==> src/rtl/branch_predictor_gshare_if.sv <==
// ============================================================================
// branch_predictor_gshare_if : branch-outcome type plus decode/execute port set
// Revision 1.0
// ============================================================================
`default_nettype none

package mips_core_pkg;
  typedef enum logic {
    NOT_TAKEN = 1'b0,
    TAKEN     = 1'b1
  } BranchOutcome;
endpackage

interface branch_predictor_gshare_if #(
  parameter int ADDR_WIDTH = 32
);
  import mips_core_pkg::*;

  logic                  i_req_valid;
  logic [ADDR_WIDTH-1:0] i_req_pc;
  logic [ADDR_WIDTH-1:0] i_req_target;
  BranchOutcome          o_req_prediction;

  logic                  i_fb_valid;
  logic [ADDR_WIDTH-1:0] i_fb_pc;
  BranchOutcome          i_fb_prediction;
  BranchOutcome          i_fb_outcome;

  logic                  o_init_done;

  modport master (
    output i_req_valid, i_req_pc, i_req_target,
    output i_fb_valid, i_fb_pc, i_fb_prediction, i_fb_outcome,
    input  o_req_prediction, o_init_done
  );

  modport slave (
    input  i_req_valid, i_req_pc, i_req_target,
    input  i_fb_valid, i_fb_pc, i_fb_prediction, i_fb_outcome,
    output o_req_prediction, o_init_done
  );
endinterface

`default_nettype wire

==> src/rtl/branch_predictor_gshare.sv <==
// ============================================================================
// branch_predictor_gshare : gshare direction predictor, PC xor global history
// Revision 1.0
// ============================================================================
`default_nettype none

module branch_predictor_gshare
  import mips_core_pkg::*;
#(
  parameter int ADDR_WIDTH = 32,
  parameter int INDEX_BITS = 8,
  parameter int HIST_BITS  = 8,
  parameter int CTR_BITS   = 2,
  parameter int PC_SHIFT   = 2
) (
  input  logic                    clk,
  input  logic                    rst,
  branch_predictor_gshare_if.slave bp
);

  localparam int                    ENTRIES = 1 << INDEX_BITS;
  localparam logic [CTR_BITS-1:0]   WNT     = CTR_BITS'((1 << (CTR_BITS - 1)) - 1);
  localparam logic [CTR_BITS-1:0]   CMAX    = {CTR_BITS{1'b1}};
  localparam logic [CTR_BITS-1:0]   CZERO   = '0;

  localparam logic [0:0] ST_INIT = 1'b0;
  localparam logic [0:0] ST_RUN  = 1'b1;

  logic [0:0]            state;
  logic [INDEX_BITS-1:0] init_ptr;
  logic [HIST_BITS-1:0]  spec_ghr;
  logic [HIST_BITS-1:0]  ret_ghr;
  logic [CTR_BITS-1:0]   ctr_table [ENTRIES];

  logic                  running;
  logic [INDEX_BITS-1:0] req_idx;
  logic [INDEX_BITS-1:0] fb_idx;
  logic [CTR_BITS-1:0]   req_ctr;
  logic [CTR_BITS-1:0]   fb_ctr;
  logic [CTR_BITS-1:0]   fb_ctr_next;
  logic                  req_taken;
  logic                  fb_taken;
  logic                  mispredict;
  logic [HIST_BITS-1:0]  spec_shifted;
  logic [HIST_BITS-1:0]  ret_shifted;

  logic                  wr_en;
  logic [INDEX_BITS-1:0] wr_idx;
  logic [CTR_BITS-1:0]   wr_data;

  // Only the index slice of the PCs matters; the target is carried for port compatibility.
  logic unused_bits;
  assign unused_bits = ^{bp.i_req_target, bp.i_req_pc, bp.i_fb_pc};

  assign running = (state == ST_RUN);

  assign req_idx = bp.i_req_pc[PC_SHIFT +: INDEX_BITS] ^ INDEX_BITS'(spec_ghr);
  assign fb_idx  = bp.i_fb_pc[PC_SHIFT +: INDEX_BITS]  ^ INDEX_BITS'(ret_ghr);

  assign req_ctr   = ctr_table[req_idx];
  assign fb_ctr    = ctr_table[fb_idx];
  assign req_taken = running && req_ctr[CTR_BITS-1];

  assign fb_taken   = (bp.i_fb_outcome == TAKEN);
  assign mispredict = bp.i_fb_valid && (bp.i_fb_prediction != bp.i_fb_outcome);

  always_comb begin
    fb_ctr_next = fb_ctr;
    if (fb_taken) begin
      if (fb_ctr != CMAX) begin
        fb_ctr_next = fb_ctr + CTR_BITS'(1);
      end
    end else begin
      if (fb_ctr != CZERO) begin
        fb_ctr_next = fb_ctr - CTR_BITS'(1);
      end
    end
  end

  generate
    if (HIST_BITS == 1) begin : g_hist_single
      assign spec_shifted = req_taken;
      assign ret_shifted  = fb_taken;
    end else begin : g_hist_multi
      assign spec_shifted = {spec_ghr[HIST_BITS-2:0], req_taken};
      assign ret_shifted  = {ret_ghr[HIST_BITS-2:0], fb_taken};
    end
  endgenerate

  // Single write port: INIT clearing and RUN training never overlap.
  always_comb begin
    wr_en   = 1'b0;
    wr_idx  = fb_idx;
    wr_data = fb_ctr_next;
    if (!rst) begin
      if (state == ST_INIT) begin
        wr_en   = 1'b1;
        wr_idx  = init_ptr;
        wr_data = WNT;
      end else if (bp.i_fb_valid) begin
        wr_en = 1'b1;
      end
    end
  end

  always_ff @(posedge clk) begin
    if (wr_en) begin
      ctr_table[wr_idx] <= wr_data;
    end
  end

  always_ff @(posedge clk) begin
    if (rst) begin
      state    <= ST_INIT;
      init_ptr <= '0;
      spec_ghr <= '0;
      ret_ghr  <= '0;
    end else begin
      case (state)
        ST_INIT: begin
          init_ptr <= init_ptr + INDEX_BITS'(1);
          if (init_ptr == {INDEX_BITS{1'b1}}) begin
            state <= ST_RUN;
          end
        end
        ST_RUN: begin
          // A mispredict flushes the path, so the repair overrides any same-cycle request.
          if (mispredict) begin
            spec_ghr <= ret_shifted;
          end else if (bp.i_req_valid) begin
            spec_ghr <= spec_shifted;
          end
          if (bp.i_fb_valid) begin
            ret_ghr <= ret_shifted;
          end
        end
        default: state <= ST_INIT;
      endcase
    end
  end

  assign bp.o_req_prediction = req_taken ? TAKEN : NOT_TAKEN;
  assign bp.o_init_done      = running;

endmodule

`default_nettype wire

==> src/flat_wrapper.sv <==
// flat-port wrapper written by rule: the top's interface ports become plain ports
module branch_predictor_gshare_flat import mips_core_pkg::*;
#(
  parameter int ADDR_WIDTH = 32,
  parameter int INDEX_BITS = 8,
  parameter int HIST_BITS  = 8,
  parameter int CTR_BITS   = 2,
  parameter int PC_SHIFT   = 2
)
  (clk, rst, bp_i_req_valid, bp_i_req_pc, bp_i_req_target, bp_i_fb_valid, bp_i_fb_pc, bp_i_fb_prediction, bp_i_fb_outcome, bp_o_req_prediction, bp_o_init_done);
  branch_predictor_gshare_if #(.ADDR_WIDTH(ADDR_WIDTH)) bp_i ();
  input  logic clk;
  input  logic rst;
  input wire logic [$bits(bp_i.i_req_valid)-1:0] bp_i_req_valid;
  input wire logic [$bits(bp_i.i_req_pc)-1:0] bp_i_req_pc;
  input wire logic [$bits(bp_i.i_req_target)-1:0] bp_i_req_target;
  input wire logic [$bits(bp_i.i_fb_valid)-1:0] bp_i_fb_valid;
  input wire logic [$bits(bp_i.i_fb_pc)-1:0] bp_i_fb_pc;
  input wire logic [$bits(bp_i.i_fb_prediction)-1:0] bp_i_fb_prediction;
  input wire logic [$bits(bp_i.i_fb_outcome)-1:0] bp_i_fb_outcome;
  output wire logic [$bits(bp_i.o_req_prediction)-1:0] bp_o_req_prediction;
  output wire logic [$bits(bp_i.o_init_done)-1:0] bp_o_init_done;
  assign bp_i.i_req_valid = bp_i_req_valid;
  assign bp_i.i_req_pc = bp_i_req_pc;
  assign bp_i.i_req_target = bp_i_req_target;
  assign bp_i.i_fb_valid = bp_i_fb_valid;
  assign bp_i.i_fb_pc = bp_i_fb_pc;
  assign bp_i.i_fb_prediction = bp_i_fb_prediction;
  assign bp_i.i_fb_outcome = bp_i_fb_outcome;
  assign bp_o_req_prediction = bp_i.o_req_prediction;
  assign bp_o_init_done = bp_i.o_init_done;
  branch_predictor_gshare #(.ADDR_WIDTH(ADDR_WIDTH), .INDEX_BITS(INDEX_BITS), .HIST_BITS(HIST_BITS), .CTR_BITS(CTR_BITS), .PC_SHIFT(PC_SHIFT)) u_core (.clk(clk), .rst(rst), .bp(bp_i));
endmodule
==> config.mk <==
export PLATFORM = sky130hd
export DESIGN_NAME = branch_predictor_gshare_flat
export DESIGN_NICKNAME = d
export VERILOG_FILES = /design/src/rtl/branch_predictor_gshare_if.sv /design/src/rtl/branch_predictor_gshare.sv /design/src/flat_wrapper.sv
export SDC_FILE = /design/constraint.sdc
export NUM_CORES = 1
export LEC_CHECK = 0
export BUFFER_PORTS_ARGS = -buffer_cell sky130_fd_sc_hd__buf_2
export CORE_UTILIZATION = 62
export CTS_CLUSTER_DIAMETER = 100
export DETAILED_ROUTE_END_ITERATION = 16
export PLACE_DENSITY_LB_ADDON = 0.08
export SYNTH_ARGS = -nofsm -noshare
export SYNTH_HDL_FRONTEND = slang
export SYNTH_SLANG_ARGS = --single-unit
export TNS_END_PERCENT = 100
==> constraint.sdc <==
create_clock -name clk -period 14.11 [get_ports clk]
set_input_delay 1.411 -clock clk [delete_from_list [all_inputs] [get_ports clk]]
set_output_delay 1.411 -clock clk [all_outputs]
set_load 0.01 [all_outputs]
Yosys cells after proc, flatten, opt, wreduce, memory -nomap -nowiden --
Memories as Yosys holds them, arrays and structs flattened. Index checks and enable logic that the tools add are counted.
Storage, ports and cells: word-level logic and storage cells 36, register bits 25, memory bits (writable) 512, memories kept 1, output and inout port bits 2
Memory list:
- u_core.ctr_table | words 256, bits a word 2, read ports 2, clocked after memory_dff 0, write ports 1, RTL line branch_predictor_gshare.sv:33 | logic [CTR_BITS-1:0] ctr_table [ENTRIES];
Cells by class: muxes and demuxes 17, reduce and logical (&&, ||, !) cells 6, equality and inequality tests 3, add/subtract/negate cells 3, bitwise logic cells 2
Operators with widths (count):
- 2-to-1 mux 8 bit | 4
- XOR 8 bit | 2
- 2-to-1 mux 2 bit | 5
- adder 8 x 1 -> 8 bit (second input constant) | 1
- == test 8 bit (second input constant) | 1
- 2-to-1 mux 1 bit | 8
- AND reduction 2 bit | 2
- nonzero test 2 bit | 2
- adder 2 x 1 -> 2 bit (second input constant) | 1
- logical AND 1 bit | 2
- inequality test 2 bit (second input constant) | 1
- subtractor 2 x 1 -> 2 bit (second input constant) | 1
- inequality test 1 bit | 1

Depth between registers and ports, before layout --
Gate-level depths: netlist (run 1). An unclocked memory read counts as a cell.
depth after elaboration 7, depth in mapped cells 15, gate-level depth less buffers 9

Worst setup path after synthesis (run 1) --
OpenSTA, ideal clock, no wires.
path kind input to register, start point input bp_i_fb_pc[2], end point memory u_core.ctr_table[0][1], data pin, data arrival time 10.216 ns, library setup time 1.573 ns, buffers on the path 4, stages on the path 13, slack 2.322 ns, cell sequence xor2_1 buf_6 buf_12 buf_12 buf_6 nand2_1 a32oi_1 nand4_1 nor4bb_1 a31o_1 nor4_4 o21ai_1 a21oi_1
On the way: cells in the longest elaborated chain, start to end 7
RTL lines:
- from (decl) | RTL line flat_wrapper.sv:18 | input wire logic [$bits(bp_i.i_fb_pc)-1:0] bp_i_fb_pc;
- XOR 8 bit * | RTL line branch_predictor_gshare.sv:58 | assign fb_idx = bp.i_fb_pc[PC_SHIFT +: INDEX_BITS] ^ INDEX_BITS'(ret_ghr);
- memory read (256 x 2 bit) *
- subtractor 2 x 1 -> 2 bit, or another cell as far along | RTL line branch_predictor_gshare.sv:75 | fb_ctr_next = fb_ctr - CTR_BITS'(1);
- 2-to-1 mux 2 bit, on equally long branches | RTL line branch_predictor_gshare.sv:74, branch_predictor_gshare.sv:70
- 2-to-1 mux 2 bit * | RTL line branch_predictor_gshare.sv:69 | if (fb_taken) begin
- 2-to-1 mux 2 bit | RTL line branch_predictor_gshare.sv:96 | if (state == ST_INIT) begin
- 2-to-1 mux 2 bit * | RTL line branch_predictor_gshare.sv:95 | if (!rst) begin
- named net u_core.wr_data[1] | RTL line branch_predictor_gshare.sv:49 | logic [CTR_BITS-1:0] wr_data;
- to (decl) | RTL line branch_predictor_gshare.sv:33
Mark *: on every way through the listed nets, which the timed path passes. The rest lies on a longest branch.

Worst setup path after layout (run 1) --
start point input bp_i_fb_pc[2], end point memory u_core.ctr_table[143][0], data pin
The elaborated chain is that of the path after synthesis.

==> results of run 1 <==
## registers in the layout, summed over array words and instances, names as in the netlist
signal and flops:
u_core.spec_ghr 8, u_core.init_ptr 8, u_core.ctr_table 512, u_core.bp.o_init_done 1
u_core.ret_ghr 8
## metal layers
metal	share of wire, %	vias up	wire length, um	track usage [%]
met2	47	1056	31800	52.9
met4	4.5	3	3000	15.4
met1	36	7644	24300	46.7
li1	-	6284	-	-
met5	0.13	-	85	1.55
met3	12	187	8180	8.05
## final timing paths
path	start	to	slack (ns)	cells past startpoint
setup / recovery	bp_i_fb_pc[2]	u_core.ctr_table[143][0]	7.36	13
hold / removal	u_core.ret_ghr[7]	u_core.ret_ghr[7]	0.51	2
setup reg to reg	u_core.ret_ghr[0]	u_core.ctr_table[143][0]	7.62	12
hold reg to reg	u_core.ret_ghr[7]	u_core.ret_ghr[7]	0.51	2
## worst max-delay path: cells and delay by family
family          cells  cell delay, ns
mux                 1            0.75
compound gates      2            0.45
fa+ha+maj           1            0.33
xor+xnor            1            0.17
simple gates        4            1.05
buf+inv             4            2.60
## cells in the final DEF (no fill, tap or decap), drive strengths merged, types with 5 or more instances in the layout
master / Yosys / layout
o21ai: 12 / 12
xor2: 21 / 21
a22oi: 9 / 9
nand2: 160 / 160
xnor2: 15 / 15
nand4: 19 / 19
nand3: 70 / 70
o31ai: 8 / 8
mux2i: 31 / 31
a211oi: 7 / 7
a21oi: 20 / 20
mux4: 187 / 187
nor4: 7 / 7
clkinv: 0 / 29
a31oi: 11 / 11
o2111ai: 7 / 7
a32oi: 7 / 7
clkinvlp: 0 / 5
and3: 5 / 5
edfxtp: 512 / 512
nand3b: 6 / 6
buf: 44 / 63
clkbuf: 64 / 60
nor2: 311 / 311
dfxtp: 25 / 25
nor3: 8 / 8
## area by class of cell
class	count	area share (%)
sequential	537	58.9
multi-input combinational	953	31.0
clock buffer	60	5.17
tap	518	2.40
timing repair buffer	63	1.54
clock inverter	38	0.970
inverter	3	0.0418
## cell families after synthesis
kind of cell | count (synthesis) | synth area share [%]
xor+xnor | 36 | 1.34
buf+inv | 111 | 2.72
fa+ha+maj | 2 | 0.0962
compound gates | 102 | 2.91
simple gates | 595 | 10.1
mux | 218 | 18.6
flops | 537 | 64.2
## where the power goes
group | switching, mW | internal [mW] | total, mW
logic | 0.195 | 0.0868 | 0.282
registers | 0.00219 | 1.78 | 1.79
clock network | 0.593 | 0.762 | 1.35
==> flow_summary.ini, run 1 <==
[outcome]
outcome = complete, no violations

[synth]
synth_top_area_cell = edfxtp_1
synth_commonest_cells = 512 x edfxtp_1, 311 x nor2_1, 166 x mux4_2, 160 x nand2_1, 70 x nand3_1
netlist_instances = 1601
synth_top_area_share_pct = 62.2
yosys.cell_count.top_type = edfxtp_1
syn_avg_cell_area_sq_um = 15.4
yosys-top-cells-area = edfxtp_1 62%, mux4_2 15%, nor2_1 4.7%
synth_cell_types = 61
yosys_warnings = 0
synth-seq-cells = 537
netlist_area_sq_mm = 0.0247
yosysSeqAreaShare_pct = 64.2
async_flop_share_pct = 0
synth_ff_type = edfxtp_1
synth_edf_count = 512
syn_nets = 1704

[floorplanning]
initial_core_util_pct = 63.3
die_w_um = 202
fp.dieArea_sq_mm = 0.0407
core.rowCount = 72
dieHeight_um = 202
core_area_sq_mm = 0.0390
io_pins = 104

[worst_setup_path]
worstPathRequired_ns = 14.35
max_stage_delay_ns = 0.91
worstSetupPathType = in -> reg
cp_cell_sequence = buf_2 -> xor2_4 -> buf_4 -> buf_4 -> mux4_1 -> a32oi_1 -> nand3_1 -> nor4bb_1 -> a31o_1 -> nor4_4 -> maj3_2 -> nand2_4 -> buf_4
worst_ep_arrival_time_ns = 6.99
path_max_fanout = 120
slowest_stage = buf_4
cp_common_cell = buf_4
start_kind = input port
critPathCaptureType = register

[timing]
fin_ws_ns = 7.36
final.min_clock_period_ns = 6.75
skew_ns = 0.0218
worst_pin_slew_ns = 1.41
fmax_ghz = 0.148
final-max-slew-violation-count = 0
finalSetupViolations = 0
hold_ws_ns = 0.511
rsz0062_at_grt = false
hold_viol_final = 0
setup_tns_ns = 0
fin_crit_sh_pct = 47.9
maxSlewHeadroom_pct = 5.54

[global_routing]
antenna_found_initial = 0
grt_pass1_wl_um = 99000
overflow = 0
grt_pass1_vias = 15300
gr-usage-all-layers_pct = 34.2
grt_max_degree = 121

[clock_network]
cts_htree_levels = 2
clock_path_buffers = 3
cts-root-buf = clkbuf_16
cts_buffers = 54
insertion_delay_ns = 0.61
cts_tree = built
cts_sinks = 537
post_cts_resized = 0
clkTransAtPathRegs_ns = 0.06
post_cts_buffers = 0
cts_hold_buffers = 0

[cells_and_area]
nets = 1715
area_growth_pct = 9.10
utilization_pct = 69.1
register_area_sq_mm = 0.0159
final_cells = 2172
multiInputGateArea_sq_mm = 0.00835
diodes = 0
stdcell_area_sq_mm = 0.0270
fillCellCount = 2631
drive_above_1_share_pct = 20.1

[place]
dp_cells = 2074
port_buffers = 23
pre_cts_ws_ns = 6.80
dp_hpwl_um = 40400
postPlaceCellArea_sq_mm = 0.0253
gp_congestion = 0.917

[drt]
firstDrtPassIters = 6
drc = 0
drt_wl_total_um = 67400
avgViaCountPerCell = 6.99
first_iter_violations = 2172
antenna_left = 0
vias = 15200
wl_per_cell_um = 31.0

[pwr]
peakVddDrop_mv = 0.106
power_mw = 3.42
powerDensity_mw_per_mm2 = 127
p_leak_nw = 8.43

[flow_run]
maxCapViolations = 0

[min_path]
hp-class = reg -> reg
(Power assumes the default switching activity.)
==> run 2: changes to the inputs <==
==> constraint.sdc (replaced) <==
create_clock -name clk -period 6.95 [get_ports clk]
set_input_delay 0.695 -clock clk [delete_from_list [all_inputs] [get_ports clk]]
set_output_delay 0.695 -clock clk [all_outputs]
set_load 0.01 [all_outputs]
==> flow_summary.ini, run 2 (synthesized netlist as in run 1, its figures left out) <==
[outcome]
outcome = complete, no violations

[clock_network]
cts_htree_levels = 2
cts_buffers = 53
post_cts_resized = 0
clkTransAtPathRegs_ns = 0.06
cts-root-buf = clkbuf_16
cts_sinks = 537
cts_hold_buffers = 0
cts_tree = built
insertion_delay_ns = 0.61
clock_path_buffers = 3
post_cts_buffers = 0

[timing]
skew_ns = 0.0136
finalSetupViolations = 0
final.min_clock_period_ns = 5.02
maxSlewHeadroom_pct = 10.1
setup_tns_ns = 0
worst_pin_slew_ns = 1.34
fin_crit_sh_pct = 72.3
hold_viol_final = 0
fmax_ghz = 0.199
final-max-slew-violation-count = 0
rsz0062_at_grt = false

[cells_and_area]
largest-register = u_core.ctr_table
stdcell_area_sq_mm = 0.0272
register_area_sq_mm = 0.0159
nets = 1730
fillCellCount = 2542
area_growth_pct = 9.97
final_common_cell = edfxtp_1
largest_reg_flops = 512
diodes = 0
layout_common_cells = 512 x edfxtp_1, 310 x nor2_1, 166 x mux4_2, 155 x nand2_1, 70 x nand3_1
drive_above_1_share_pct = 20.7
multiInputGateArea_sq_mm = 0.00834

[worst_setup_path]
slowest_stage = xor2_4
path_delay_family = multiplexers
worstSetupPathType = reg -> out
worstPathBufferInverterCount = 2
critPathCaptureType = output port
path_max_fanout = 19
worst_ep_arrival_time_ns = 4.33
start_kind = register
reg2regPathDepth = 11
cp_cell_sequence = xor2_4 -> buf_4 -> mux4_2 -> mux4_2 -> nand2b_1 -> o2111ai_1 -> nand4_1 -> o22ai_1 -> nor2_1 -> buf_2
cp.depth = 10
max_stage_delay_ns = 0.79
worstPathRequired_ns = 6.25
cp_common_cell = mux4_2

[pwr]
comb_power_share_pct = 8.4
power.internal_mw = 5.43
peakVddDrop_mv = 0.166
p_leak_nw = 8.54
powerDensity_mw_per_mm2 = 259
power.switching_mw = 1.61
swShare_pct = 22.9
seqPwrFrac_pct = 51.5
pwr-share-clk_pct = 40.1

[flow_run]
maxCapViolations = 0

[drt]
drc = 0
vias = 15600
antenna_left = 0
drt_wl_total_um = 69200
first_iter_violations = 2551
avgViaCountPerCell = 7.14
wl_per_cell_um = 31.7
firstDrtPassIters = 6

[place]
port_buffers = 23
dp_hpwl_um = 42600
gp_congestion = 0.921
postPlaceCellArea_sq_mm = 0.0255

[floorplanning]
io_pins = 104
core.rowCount = 72
fp.dieArea_sq_mm = 0.0407
initial_core_util_pct = 63.3
core_area_sq_mm = 0.0390
dieHeight_um = 202
die_w_um = 202

[min_path]
hp-class = in -> reg
hold_depth = 3

[global_routing]
overflow = 0
gr-usage-all-layers_pct = 35.0
antenna_found_initial = 1
grt_pass1_wl_um = 101000
grt_max_degree = 141
grt_pass1_vias = 15300
==> run 2: path summary, 6_finish.rpt <==
kind | from | endpoint | slack, ns
max | u_core.spec_ghr[3] | bp_o_req_prediction | 1.93
min | bp_i_fb_outcome | u_core.ret_ghr[0] | 0.45
max reg2reg | u_core.ret_ghr[0] | u_core.ctr_table[215][0] | 1.93
min reg2reg | u_core.ret_ghr[7] | u_core.ret_ghr[7] | 0.51
==> run 2: per-layer routing <==
metal / GRT usage, % / vias to the layer above / share of wire (%)
met2: 51.7 / 1204 / 45
met1: 50.4 / 7890 / 37
met4: 14.8 / 2 / 4.4
met3: 8.50 / 199 / 13
li1: - / 6301 / -
met5: 0 / - / 0.019
==> run 2: layout make-up <==
cell class              instances  area share [%]
clock buffers                  64            5.19
clock inverters                30            1.02
inverters                       3          0.0414
multi-input cells             953            30.7
flip-flops and latches        537            58.4
well taps                     518            2.39
repair buffers                 79            2.25
==> run 2: worst reg2reg max path, cell delays in order, from the launching register on <==
cell and delay (ns):
dfxtp_1 0.68, xor2_4 0.29, buf_4 0.49, mux4_1 0.76
a32oi_1 0.23, nand3_1 0.09, nor4bb_1 0.57, a31o_1 0.27
nor4_4 0.06, maj3_2 0.34, nand2_4 0.40, buf_12 0.48
==> run 2: power groups by stage <==
stage | Sequential (mW) | Combinational (mW) | Clock, mW
global route | 3.62 | 0.616 | 2.96
detailed placement | 3.69 | 0.578 | 0
CTS | 3.62 | 0.581 | 2.84
floorplan | 3.72 | 0.364 | 0
finish | 3.62 | 0.593 | 2.82
global placement | 3.69 | 0.568 | 0
==> run 2: stage by stage <==
stage / power (mW) / hold WS, ns / instances / worst slack [ns] / utilization (%)
2_1_floorplan: 4.08 / 0.473 / 1601 / 0.115 / -
3_3_place_gp: 4.26 / 0.488 / 2090 / 1.96 / 65.3
5_1_grt: 7.20 / 0.449 / 2184 / 1.83 / 69.7
3_5_place_dp: 4.27 / 0.494 / 2090 / 1.84 / 65.3
4_1_cts: 7.04 / 0.419 / 2184 / 2.04 / 69.7
6_report: 7.04 / 0.450 / 2184 / 1.93 / 69.7
